===== src/rtl/req_arbiter8.sv =====
// req_arbiter8: 8-requester arbiter with hold timer and 1-cycle registered grant.
// Define REQ_ARBITER8_ROUND_ROBIN_EN for rotating priority; default is fixed (7 highest).
module req_arbiter8 #(
    parameter int MAX_HOLD = 15,
    parameter int HOLD_W   = 4
) (
    input  logic       clk,
    input  logic       rst,
    input  logic [7:0] req,
    output logic [7:0] gnt,
    output logic [2:0] gnt_idx,
    output logic       gnt_vld,
    output logic       tout
);

    typedef enum logic {IDLE, GRANT} state_e;

    localparam logic [HOLD_W-1:0] HOLD_LAST = HOLD_W'(MAX_HOLD - 1);

    state_e            state_q, state_d;
    logic [7:0]        gnt_q, gnt_d;
    logic [2:0]        idx_q, idx_d;
    logic              tout_q, tout_d;
    logic [HOLD_W-1:0] hold_q, hold_d;
    logic [7:0]        cand;
    logic              do_grant;

`ifdef REQ_ARBITER8_ROUND_ROBIN_EN
    logic [2:0] rr_q, rr_d;

    // Search descends from ptr-1 and wraps, so ptr itself is examined last.
    function automatic logic [2:0] pick(input logic [7:0] r, input logic [2:0] ptr);
        logic [2:0] w;
        logic [2:0] p;
        w = 3'd0;
        for (int k = 8; k >= 1; k--) begin
            p = ptr - 3'(k);
            if (r[p]) w = p;
        end
        return w;
    endfunction
`else
    function automatic logic [2:0] pick(input logic [7:0] r);
        logic [2:0] w;
        w = 3'd0;
        for (int i = 0; i < 8; i++) begin
            if (r[i]) w = 3'(i);
        end
        return w;
    endfunction
`endif

    always_comb begin
        state_d  = state_q;
        idx_d    = idx_q;
        hold_d   = hold_q;
        tout_d   = 1'b0;
        cand     = req;
        do_grant = 1'b0;
`ifdef REQ_ARBITER8_ROUND_ROBIN_EN
        rr_d     = rr_q;
`endif
        case (state_q)
            IDLE: begin
                hold_d = '0;
                if (|req) do_grant = 1'b1;
            end
            GRANT: begin
                if (!req[idx_q] || hold_q == HOLD_LAST) begin
                    // Owner still requesting here means the timer forced the release.
                    tout_d = req[idx_q];
                    cand   = req & ~(8'd1 << idx_q);
                    if (|cand) do_grant = 1'b1;
                    else       state_d  = IDLE;
                end else begin
                    hold_d = hold_q + HOLD_W'(1);
                end
            end
            default: state_d = IDLE;
        endcase
        if (do_grant) begin
            state_d = GRANT;
            hold_d  = '0;
`ifdef REQ_ARBITER8_ROUND_ROBIN_EN
            idx_d   = pick(cand, rr_q);
            rr_d    = idx_d;
`else
            idx_d   = pick(cand);
`endif
        end
        gnt_d = (state_d == GRANT) ? (8'd1 << idx_d) : 8'h00;
    end

    always_ff @(posedge clk or posedge rst) begin
        if (rst) begin
            state_q <= IDLE;
            gnt_q   <= 8'h00;
            idx_q   <= 3'd0;
            tout_q  <= 1'b0;
            hold_q  <= '0;
`ifdef REQ_ARBITER8_ROUND_ROBIN_EN
            rr_q    <= 3'd7;
`endif
        end else begin
            state_q <= state_d;
            gnt_q   <= gnt_d;
            idx_q   <= idx_d;
            tout_q  <= tout_d;
            hold_q  <= hold_d;
`ifdef REQ_ARBITER8_ROUND_ROBIN_EN
            rr_q    <= rr_d;
`endif
        end
    end

    assign gnt     = gnt_q;
    assign gnt_idx = idx_q;
    assign gnt_vld = (state_q == GRANT);
    assign tout    = tout_q;

endmodule


===== config.mk =====
export PLATFORM = sky130hd
export DESIGN_NAME = req_arbiter8
export DESIGN_NICKNAME = d
export VERILOG_FILES = /design/src/rtl/req_arbiter8.sv
export SDC_FILE = /design/constraint.sdc
export NUM_CORES = 1
export LEC_CHECK = 0
export CAP_MARGIN = 25
export CELL_PAD_IN_SITES_DETAIL_PLACEMENT = 1
export CELL_PAD_IN_SITES_GLOBAL_PLACEMENT = 2
export CORE_AREA = 5 5 70 72
export CTS_CLUSTER_DIAMETER = 30
export DETAILED_ROUTE_END_ITERATION = 8
export DIE_AREA = 0 0 75 77
export GPL_ROUTABILITY_DRIVEN = 0
export GPL_TIMING_DRIVEN = 0
export PLACE_DENSITY_LB_ADDON = 0.1
export SLEW_MARGIN = 20
export SYNTH_ARGS = -nofsm -noshare
export SYNTH_HDL_FRONTEND = slang
export SYNTH_SLANG_ARGS = --single-unit

===== constraint.sdc =====
create_clock -name clk -period 3.1 [get_ports clk]
set_input_delay 0.31 -clock clk [delete_from_list [all_inputs] [get_ports clk]]
set_output_delay 0.31 -clock clk [all_outputs]
set_load 0.01 [all_outputs]

==> metrics <==
status finished, final reports clean; starting density of the core 0.293; CP Launch Type input port; Synthesized Nets 150; CP max-delay cell clkdlybuf4s50_1; Total Routing Usage GR 0.141; largest area contributor in the netlist dfrtp_1; Critical Path End Type register; r2r endpoint gnt[1]$_DFF_PP0_; Seq cells post-synth 17; num ports 23; DR vias/cell 5.45; Top FF cell, synth dfrtp_1; Syn-to-layout area delta 26.8%; Final Hold Vio Count 0; clk sink count 17; cell area after synthesis 1240 um2; vias in the first global route 1208; Routed WL per cell 17.4 um; post-synthesis mux area share 0.0455; Pins Over Slew Limit 0; Crit path max-delay family compound AO/OA/AOI/OAI gates; Core Area 4230 um2; fmax 353 MHz; DRC 0; IO Port Bufs 22; clk root buf clkbuf_8; maximum root-to-sink buffer count 2; CP required 3.26 ns; clock slew at reported path FFs 0.07 ns; Yosys top cell area share 0.343; initial DRC count 59; critical path's largest stage delay 0.54 ns; post-CTS setup buffer count 0; compound-gate portion of the synthesized area 0.264; Final period util 0.915; Static Leak 0.649 nW; vias 1178; Worst Tran Pin Value 0.633 ns; Placement Setup Slack 0.0575 ns; initial antenna violation count 0; adder-cell share of the synthesized area 0.0202; first-pass GRT wire length 6280 um; Slew headroom 0.572; main combinational cell family by area after synthesis compound AO/OA/AOI/OAI gates; cells resized by post-CTS repair 0; Worst Path Arrival 3.00 ns; Post-Route Utilization 0.371; Worst VDD drop 286 uV; first-pass iteration count of the detailed router 4; Die Y 77 um; Post-DRT Antenna Nets 0; grt total ovfl 0; synth top area cells dfrtp_1, nor2_1, nand2_1, a211oi_1, o21ai_0; Final min period 2.84 ns; RSZ-0062 raised after global routing false; Total Wirelength 3770 um; Max Cap Violations 0; post-route setup TNS 0 ns; Post-synth ARST share 1.00; simple-gate share of the synthesized area 0.254; reg-to-reg critical path startpoint hold_q[0]$_DFFE_PP0P_; Final Setup Violations 0; total CTS buffers 3; flop2flop setup slack 0.32 ns; hpwl dp 2960 um; CTS tree yes; Post-synth EDFFs 0; CP Cell Sequence clkdlybuf4s50_1 > inv_1 > o2111ai_1 > nand4_1 > o41ai_1 > a21oi_2 > mux2i_2 > inv_2 > nor4_2; largest net degree at the start of global routing 18; Max FO, Critical Path 8; # rows 24; layout filler cell count 505; count leader, synth dfrtp_1; Synth top cells by count dfrtp_1, nor2_1, nand2_1, o21ai_0; worst setup margin 0.265 ns; Post-Synth XOR/XNOR Area 0.00707; die area 5780 um2; share of cells above drive strength 1 0.116; post-synth cell types 54; hold buffers post-CTS 0; Hold WC Path Type in2async; Worst R2R Path Depth 10; Hold WS 0.447 ns; CTS H-Tree Depth 1; # nets final 177; Die Wd 75 um; Final Skew 0.00385 ns; clock latency on the worst-skew pair 0.25 ns; synthesized instance count 138; antenna cells 0; post-synthesis sequential area ratio 0.343; kind of critical path in2reg; Design Area, Final 1570 um2; Post-DP Area 1520 um2; synth warn 0; Synth Area per Inst 8.98 um2; WP buf/inv 3; power per cell area 920 nW/um2
-- kinds of logic (layout without fill, tap and decap cells) --
| kind of cell | after synthesis | count (layout) |
|---|---|---|
| AND/OR/NAND/NOR | 57 | 57 |
| AO/OA/AOI/OAI | 42 | 42 |
| flip-flops | 17 | 17 |
| buffers and inverters | 15 | 41 |
| multiplexers | 4 | 4 |
| adder cells (fa/ha/maj) | 2 | 2 |
| XOR/XNOR | 1 | 1 |
-- cells in the final DEF, fill, tap and decap left out, drive strengths merged, types with 2 or more instances in the layout --
master	synthesis	layout
nor4	3	3
a21oi	6	6
ha	2	2
buf	6	6
clkbuf	2	5
nor2	15	15
nand2	11	11
nor3	6	6
nor2b	4	4
nand3	4	4
o21ai	7	7
a21o	2	2
dfrtp	17	17
a211oi	5	5
a31oi	4	4
mux2i	4	4
inv	7	7
or3	2	2
and3	3	3
clkdlybuf4s50	0	22
nand4	2	2
-- final cells by class --
cell class                 instances  area [um2]  share of cell area
clock buffer                       3        41.3              0.0263
inverter                           7        26.3              0.0167
clock inverter                     1        5.00             0.00319
sequential                        17         425               0.271
timing repair buffer              22         220               0.140
multi-input combinational        106         731               0.465
buffer                             8        56.3              0.0359
tap                               52        65.1              0.0414
-- flip-flops by register name, indices dropped and copies added, names as in the netlist --
register / count
gnt: 8
gnt_vld: 1
tout: 1
hold_q: 4
gnt_idx: 3
-- through the flow --
stage	std cells	power (mW)
floorplan	138	0.990
detailed placement	212	1.29
global route	216	1.57
global placement	212	1.27
finish	216	1.44
CTS	216	1.46
-- worst reg2reg max path: stages, from the launching register on --
cell and delay [ns]:
dfrtp_1 0.41, inv_1 0.06, ha_1 0.19, and3_1 0.23, a31oi_4 0.34, nand4_1 0.37, o41ai_1 0.26, a21oi_2 0.18
mux2i_2 0.31, inv_2 0.08, nor4_2 0.26
-- worst max path at each step --
stage,startpoint,end,slack [ns],depth (start not counted)
2_1_floorplan,gnt_idx[1]$_DFF_PP0_,gnt[1]$_DFF_PP0_,0.73,9
3_3_place_gp,req[4],gnt[1]$_DFF_PP0_,0.01,9
3_5_place_dp,req[4],gnt[1]$_DFF_PP0_,0.06,9
4_1_cts,req[4],gnt[1]$_DFF_PP0_,0.30,9
5_1_grt,req[4],gnt[1]$_DFF_PP0_,0.02,9
6_report,req[4],gnt[1]$_DFF_PP0_,0.26,9
-- power by group --
group	internal [mW]	leakage [nW]	switching (mW)	total, mW
logic	0.396	0.409	0.558	0.954
registers	0.289	0.215	0.0380	0.327
clock network	0.0891	0.0255	0.0739	0.163
-- metal layers --
metal,vias up,GRT usage,wire [um]
li1,571,-,-
met1,568,0.190,1610
met2,33,0.225,1920
met3,6,0.0327,207
met4,0,0.0338,36
met5,-,0,0
Power figures use the tool's default switching activity.
